===== src/rtl/softmax_frame_serializer_if.sv =====
// softmax_frame_serializer_if: frame-in / beat-out bundle for the softmax frame serializer.
// Ports: in_data/in_valid/in_ready carry one whole NUM_CH-word frame (channel 0 at the LSBs);
//        out_data/out_idx/out_last/out_valid/out_ready carry one channel word per beat.
interface softmax_frame_serializer_if #(
  parameter int DATA_WIDTH = 24,
  parameter int NUM_CH     = 10,
  parameter int IDX_W      = $clog2(NUM_CH + 1)
);
  logic [NUM_CH*DATA_WIDTH-1:0] in_data;
  logic                         in_valid;
  logic                         in_ready;
  logic [DATA_WIDTH-1:0]        out_data;
  logic [IDX_W-1:0]             out_idx;
  logic                         out_last;
  logic                         out_valid;
  logic                         out_ready;

  // master: the frame producer and beat consumer around the serializer
  modport master (
    output in_data, in_valid, out_ready,
    input  in_ready, out_data, out_idx, out_last, out_valid
  );

  // slave: the serializer itself
  modport slave (
    input  in_data, in_valid, out_ready,
    output in_ready, out_data, out_idx, out_last, out_valid
  );
endinterface


===== src/rtl/softmax_frame_serializer.sv =====
// Purpose     : capture one frame of NUM_CH words, stream it out one word per beat with 1-based idx and last flag.
// Latency     : first beat valid the cycle after frame capture; NUM_CH+1 cycles minimum frame period.
// Backpressure: out_ready low holds every output; in_ready low for the whole streaming phase.
// Ports: clk (rising edge), rst_n (synchronous, active-low), sif (slave modport of softmax_frame_serializer_if).
module softmax_frame_serializer #(
  parameter int DATA_WIDTH = 24,
  parameter int NUM_CH     = 10,
  parameter int IDX_W      = $clog2(NUM_CH + 1)
) (
  input  logic                      clk,
  input  logic                      rst_n,
  softmax_frame_serializer_if.slave sif
);
  localparam int               PTR_W    = $clog2(NUM_CH);
  localparam logic [PTR_W-1:0] LAST_PTR = PTR_W'(NUM_CH - 1);

  typedef enum logic {IDLE, STREAM} state_t;

  state_t                state;
  logic [DATA_WIDTH-1:0] bank [NUM_CH];
  logic [PTR_W-1:0]      ptr;
  logic [PTR_W-1:0]      ptr_nxt;
  logic [DATA_WIDTH-1:0] data_q;
  logic [IDX_W-1:0]      idx_q;
  logic                  last_q;
  logic                  valid_q;
  logic                  load;

  assign load    = (state == IDLE) && sif.in_valid;
  assign ptr_nxt = ptr + PTR_W'(1);

  // Frame storage carries no reset: every word is rewritten before it is ever read.
  always_ff @(posedge clk) begin
    if (load) begin
      for (int k = 0; k < NUM_CH; k++) begin
        bank[k] <= sif.in_data[k*DATA_WIDTH +: DATA_WIDTH];
      end
    end
  end

  always_ff @(posedge clk) begin
    if (!rst_n) begin
      state   <= IDLE;
      ptr     <= '0;
      data_q  <= '0;
      idx_q   <= '0;
      last_q  <= 1'b0;
      valid_q <= 1'b0;
    end else begin
      case (state)
        IDLE: begin
          if (sif.in_valid) begin
            // Channel 0 comes straight from the input so it is presented the very next cycle.
            state   <= STREAM;
            ptr     <= '0;
            data_q  <= sif.in_data[DATA_WIDTH-1:0];
            idx_q   <= IDX_W'(1);
            last_q  <= 1'b0;
            valid_q <= 1'b1;
          end
        end
        STREAM: begin
          if (sif.out_ready) begin
            if (ptr == LAST_PTR) begin
              state   <= IDLE;
              ptr     <= '0;
              data_q  <= '0;
              idx_q   <= '0;
              last_q  <= 1'b0;
              valid_q <= 1'b0;
            end else begin
              // Next beat is ptr+1, whose 1-based index is ptr+2.
              ptr    <= ptr_nxt;
              data_q <= bank[ptr_nxt];
              idx_q  <= IDX_W'(ptr) + IDX_W'(2);
              last_q <= (ptr_nxt == LAST_PTR);
            end
          end
        end
        default: state <= IDLE;
      endcase
    end
  end

  assign sif.in_ready  = (state == IDLE);
  assign sif.out_data  = data_q;
  assign sif.out_idx   = idx_q;
  assign sif.out_last  = last_q;
  assign sif.out_valid = valid_q;
endmodule


===== src/flat_wrapper.sv =====
// flat-port wrapper written by rule: the top's interface ports become plain ports
module softmax_frame_serializer_flat 
#(
  parameter int DATA_WIDTH = 24,
  parameter int NUM_CH     = 10,
  parameter int IDX_W      = $clog2(NUM_CH + 1)
)
  (clk, rst_n, sif_in_data, sif_in_valid, sif_out_ready, sif_in_ready, sif_out_data, sif_out_idx, sif_out_last, sif_out_valid);
  softmax_frame_serializer_if #(.DATA_WIDTH(DATA_WIDTH), .NUM_CH(NUM_CH), .IDX_W(IDX_W)) sif_i ();
  input  logic clk;
  input  logic rst_n;
  input wire logic [$bits(sif_i.in_data)-1:0] sif_in_data;
  input wire logic [$bits(sif_i.in_valid)-1:0] sif_in_valid;
  input wire logic [$bits(sif_i.out_ready)-1:0] sif_out_ready;
  output wire logic [$bits(sif_i.in_ready)-1:0] sif_in_ready;
  output wire logic [$bits(sif_i.out_data)-1:0] sif_out_data;
  output wire logic [$bits(sif_i.out_idx)-1:0] sif_out_idx;
  output wire logic [$bits(sif_i.out_last)-1:0] sif_out_last;
  output wire logic [$bits(sif_i.out_valid)-1:0] sif_out_valid;
  assign sif_i.in_data = sif_in_data;
  assign sif_i.in_valid = sif_in_valid;
  assign sif_i.out_ready = sif_out_ready;
  assign sif_in_ready = sif_i.in_ready;
  assign sif_out_data = sif_i.out_data;
  assign sif_out_idx = sif_i.out_idx;
  assign sif_out_last = sif_i.out_last;
  assign sif_out_valid = sif_i.out_valid;
  softmax_frame_serializer #(.DATA_WIDTH(DATA_WIDTH), .NUM_CH(NUM_CH), .IDX_W(IDX_W)) u_core (.clk(clk), .rst_n(rst_n), .sif(sif_i));
endmodule

===== config.mk =====
export PLATFORM = sky130hd
export DESIGN_NAME = softmax_frame_serializer_flat
export DESIGN_NICKNAME = d
export VERILOG_FILES = /design/src/rtl/softmax_frame_serializer_if.sv /design/src/rtl/softmax_frame_serializer.sv /design/src/flat_wrapper.sv
export SDC_FILE = /design/constraint.sdc
export NUM_CORES = 1
export LEC_CHECK = 0
export BUFFER_PORTS_ARGS = -buffer_cell sky130_fd_sc_hd__buf_2
export CAP_MARGIN = 20
export CORE_MARGIN = 2
export CORE_UTILIZATION = 34
export DETAILED_ROUTE_END_ITERATION = 12
export PLACE_DENSITY = 0.55
export SLEW_MARGIN = 20
export SYNTH_ARGS = -nofsm -noshare
export SYNTH_HDL_FRONTEND = slang
export SYNTH_SLANG_ARGS = --single-unit

===== constraint.sdc =====
create_clock -name clk -period 11.7 [get_ports clk]
set_input_delay 0.585 -clock clk [delete_from_list [all_inputs] [get_ports clk]]
set_output_delay 0.585 -clock clk [all_outputs]
set_load 0.02 [all_outputs]

==> results of run 1 <==
critical path: stages (launching register included):
cell and delay [ns]:
dfxtp_1 0.85, nand2b_1 0.74, inv_8 0.31, buf_4 0.46, buf_12 0.29, a22o_1 0.25, a32o_1 0.20
area by class of cell:
| cell class | count | area (um^2) |
|---|---|---|
| flip-flops and latches | 275 | 7910 |
| inverters | 4 | 22.5 |
| fillers | 2795 | 17800 |
| well taps | 402 | 503 |
| repair buffers | 282 | 1460 |
| clock inverters | 17 | 210 |
| diodes | 9 | 22.5 |
| multi-input cells | 283 | 2720 |
| clock buffers | 37 | 798 |
power groups by stage:
stage / Sequential [mW] / Combinational [mW] / Clock [mW]
3_5_place_dp: 1.17 / 0.192 / 0
6_report: 1.15 / 0.191 / 0.960
3_3_place_gp: 1.17 / 0.190 / 0
2_1_floorplan: 1.19 / 0.0985 / 0
4_1_cts: 1.15 / 0.193 / 0.988
5_1_grt: 1.16 / 0.208 / 1.03
registers in the layout (all words and copies together), names as in the netlist:
register,cells
u_core.sif.out_last,1
u_core.bank,240
u_core.sif.out_data,24
u_core.sif.out_valid,1
u_core.sif.out_idx,4
u_core.state,1
u_core.ptr,4
cells by family after synthesis:
family          after synthesis  share of synthesized area (%)
compound gates              150                           10.1
fa+ha+maj                     4                          0.462
mux                          76                           11.5
flops                       275                           73.0
simple gates                 51                           2.76
buf+inv                      45                           2.09
xor+xnor                      2                          0.162
final timing paths:
path                                   to  slack [ns]
setup / recovery  u_core.sif.out_data[18]        8.44
hold / removal         u_core.bank[8][10]        0.21
setup reg to reg  u_core.sif.out_data[18]        8.44
hold reg to reg       u_core.sif.out_last        0.48
per-stage QoR:
step,utilization (%),instances,area [um^2],setup WS (ns),power [mW]
after detailed placement,40.0,1245,12600,8.03,1.37
after global routing,43.4,1309,13700,8.21,2.39
after floorplan,-,603,10800,3.23,1.29
after global placement,39.9,1244,12600,8.02,1.36
final,43.4,1309,13700,8.44,2.30
after CTS,43.2,1299,13600,8.00,2.33
synth_stat cells, types with 3 or more instances:
cell / n
ha_1: 4
o22a_1: 10
nor3b_1: 14
buf_2: 10
a21oi_1: 12
a32o_1: 10
mux2i_1: 28
nor2b_1: 5
dfxtp_1: 35
mux2_4: 10
o211ai_1: 14
mux4_2: 34
o21ai_0: 31
a22oi_1: 3
buf_6: 4
edfxtp_1: 240
nand2_1: 4
clkbuf_1: 19
o22ai_1: 24
a21boi_0: 3
a211oi_1: 12
buf_1: 4
nor3_1: 3
nor2_1: 12
inv_1: 4
a22o_1: 10
mux2_2: 4
nand3b_1: 4
buf_4: 4
a221o_1: 14
per-layer routing:
| metal | vias up | part of all wire [%] | GRT usage [%] |
|---|---|---|---|
| met5 | - | 0 | 0 |
| met4 | 0 | 2.1 | 6.26 |
| met3 | 31 | 5.4 | 2.95 |
| met2 | 209 | 50 | 26.8 |
| met1 | 3248 | 42 | 21.7 |
| li1 | 3045 | - | - |
==> impl_metrics.ini, run 1 <==
[clock_network]
cts_tree = done
clock-sinks = 275
numCtsBuffers = 30
ctsResizeCount = 0
cts.hold.buffers_added = 0
max-clock-path-buffers = 3
cts-root-buf = clkbuf_16
cts_setup_buffers = 0
path_clk_slew_ns = 0.06
worstSkewPairLatency_ns = 0.54
htreeDepth = 1

[synth]
synth_edf_count = 240
synth_nets = 851
ys.flop_type = edfxtp_1
ys_ff_latch = 275
post-synth-top-area-fraction_pct = 66.5
synth.distinct_cells = 44
synth-async-reset-ratio_pct = 0
yosys_warnings = 0
seq_area_frac_synth_pct = 73.0
synthCells = 603
synth_area_um2 = 10800
synth_area_per_cell_um2 = 18.0
synth_area_leaders = edfxtp_1 67%, mux4_2 7.1%, dfxtp_1 6.5%
yosys.area.top_type = edfxtp_1

[worst_setup_path]
crit_type = register to register
critPathLaunchType = register
reg2reg_from = u_core.state
reg2regPathDepth = 6
crit_required_ns = 12.13
cp-startpoint = u_core.state
crit_fanout = 55
cp-end-kind = register
arrival_ns = 3.68

[placed_design]
port_buffers = 274
gp_congestion = 0.750
place.detailed.hpwl_um = 18900

[floorplan]
ios = 275
dieWidth_um = 183
start_util_pct = 34.4
rows = 65
die_y_um = 183
dieArea_um2 = 33300
core_um2 = 31500

[pwr]
cellLeakagePower_nw = 5.02
vdd_ir_drop_max_mv = 0.127
clock_power_share_pct = 41.7
p_seq_share_pct = 50.0
pwr-share-comb_pct = 8.3
power.internal_mw = 1.81
sw_frac_of_total_pct = 21.4
netSwitchingPower_uw = 493
p_per_area_nw_per_um2 = 169

[sta]
maxSlewViolCount = 0
post-route-period-util_pct = 27.8
hold_ws_ns = 0.214
fmax_mhz = 307
max_slew_margin_pct = 35.1
fin_crit_ns = 3.26
fin_skew_ns = 0.00892
rsz0062_at_grt = no
worst_pin_slew_ns = 0.973
tns_ns = 0
hold_viol = 0
setup_viol = 0

[finish]
layout.nets = 1124
layout_common_cells = 274 x buf_2, 240 x edfxtp_1, 34 x mux4_2, 34 x dfxtp_1
syn_to_final_growth_pct = 26.0
final_common_cell = buf_2
layout-drive-gt1-share_pct = 42.5

[drt]
dr.pass1.iters = 5
dr.first_iter.drc_count = 368
drc = 0
vias_per_cell = 4.99
drtAntennaViolNets = 0
wl_per_cell_um = 21.2
wirelength_um = 27800
vias = 6533

[global_routing]
track_usage_pct = 16.3
grt_max_degree = 157
grt_overflow = 0
grt_pass1_wl_um = 40800
antenna_found_initial = 9
first_global_vias = 6658

[outcome]
outcome = finished clean

[min_path]
hold_start = sif_in_data[202]
worst_hold_path_type = input pin to register
hold_depth = 1

[job]
drv_cap = 0
Note: power is estimated with default switching activity, not from simulation.
==> inputs of run 2 (changes only) <==
--- a/config.mk
+++ b/config.mk
@@ -10,7 +10,7 @@
 export CORE_MARGIN = 2
 export CORE_UTILIZATION = 34
 export DETAILED_ROUTE_END_ITERATION = 12
-export PLACE_DENSITY = 0.55
+export PLACE_DENSITY = 0.57
 export SLEW_MARGIN = 20
 export SYNTH_ARGS = -nofsm -noshare
 export SYNTH_HDL_FRONTEND = slang
==> constraint.sdc (replaced) <==
create_clock -name clk -period 2.9 [get_ports clk]
set_input_delay 0.145 -clock clk [delete_from_list [all_inputs] [get_ports clk]]
set_output_delay 0.145 -clock clk [all_outputs]
set_load 0.02 [all_outputs]
==> impl_metrics.ini, run 2 (synthesis gave the netlist of run 1 again) <==
[outcome]
outcome = finished clean

[sta]
tns_ns = 0
max_slew_margin_pct = 35.8
worst_pin_slew_ns = 0.962
rsz0062_at_grt = no
maxSlewViolCount = 0
fin_skew_ns = 0.0161
post-route-period-util_pct = 80.2
hold_viol = 0
setup_viol = 0
worst_slack_ns = 0.574
fin_crit_ns = 2.33
fmax_mhz = 430

[clock_network]
worstSkewPairLatency_ns = 0.54
max-clock-path-buffers = 3
path_clk_slew_ns = 0.06
cts_tree = done
cts-root-buf = clkbuf_16
numCtsBuffers = 30
htreeDepth = 1
clock-sinks = 275
ctsResizeCount = 0

[worst_setup_path]
reg2reg_from = u_core.ptr[0]
critPathBufInv = 1
max_stage_delay_ns = 0.51
cp-end-kind = register
crit_slowest_cell = buf_4
critPathLaunchType = register
crit_type = register to register
cp-startpoint = u_core.ptr[0]
arrival_ns = 2.75
crit_chain = buf_4, a21bo_2, nand3b_1, o22a_1, a32o_1
crit_family = compound AO/OA/AOI/OAI gates
crit_fanout = 43
crit_required_ns = 3.32

[floorplan]
die_y_um = 183
core_um2 = 31500
rows = 65
ios = 275
start_util_pct = 34.4
dieArea_um2 = 33300
dieWidth_um = 183

[finish]
layout-drive-gt1-share_pct = 34.7
layout.nets = 1385
largest_reg_flops = 240
layout_common_cells = 274 x buf_2, 243 x dlygate4sd3_1, 240 x edfxtp_1
final_cells = 1564
top_register = u_core.bank
post-route-util_pct = 51.3
syn_to_final_growth_pct = 49.2
final_common_cell = buf_2

[placed_design]
pre_cts_ws_ns = 0.524
gp_congestion = 0.784
dp_cells = 1264
place.detailed.hpwl_um = 19800
port_buffers = 274

[global_routing]
grt_overflow = 0
grt_max_degree = 68
grt_pass1_wl_um = 46800
antenna_found_initial = 2
first_global_vias = 8088
track_usage_pct = 18.5

[drt]
wl_per_cell_um = 20.2
vias_per_cell = 4.91
wirelength_um = 31500
dr.pass1.iters = 4
drtAntennaViolNets = 0
drc = 0
vias = 7676
dr.first_iter.drc_count = 410

[pwr]
vdd_ir_drop_max_mv = 0.543
cellLeakagePower_nw = 6.12
p_total_mw = 9.48
p_per_area_nw_per_um2 = 587

[min_path]
hold_start = sif_in_data[79]
worst_hold_path_type = input pin to register

[job]
drv_cap = 0
run 2: cell type report:
cell class	count	area (um^2)
repair buffers	543	4010
inverters	4	22.5
multi-input cells	283	2720
flip-flops and latches	275	7910
clock buffers	43	871
fillers	2570	15300
diodes	2	5.00
well taps	402	503
clock inverters	12	120
run 2: path summary, 6_finish.rpt:
path / to / slack (ns) / cells after the start
worst min-delay path: u_core.bank[3][7] / 0.31 / 2
worst max register to register: u_core.sif.out_data[18] / 0.57 / 5
worst min register to register: u_core.sif.out_last / 0.46 / 2
worst max-delay path: u_core.sif.out_data[18] / 0.57 / 5
run 2: timing repair:
item	in CTS	in global routing
endpoints found under the hold margin	257	0
setup buffers	0	0
setup endpoints to repair	0	0
hold buffers	243	0
run 2: worst register-to-register path, stage by stage (launching register included):
cell	delay, ns
dfxtp_2	0.35
buf_4	0.51
a21bo_2	0.27
nand3b_1	0.46
o22a_1	0.39
a32o_1	0.24
run 2: per-layer routing:
layer  global-route usage [%]  up-vias  share of wire [%]
li1                         -     3557                  -
met1                     24.2     3820                 42
met2                     31.8      240                 50
met3                     2.91       59                4.8
met4                     5.71        0                2.6
met5                        0        -                  0
run 2: power by group:
part	internal, mW	switching [mW]	total (mW)
Sequential	4.57	0.0751	4.64
Combinational	0.577	0.495	1.07
Clock	2.26	1.50	3.77
run 2: metrics by stage:
stage | instance area [um^2] | hold WS [ns]
after floorplan | 10800 | 0.244
after global placement | 12700 | 0.321
after detailed placement | 12700 | 0.323
after CTS | 16200 | 0.281
after global routing | 16200 | 0.300
final | 16200 | 0.312
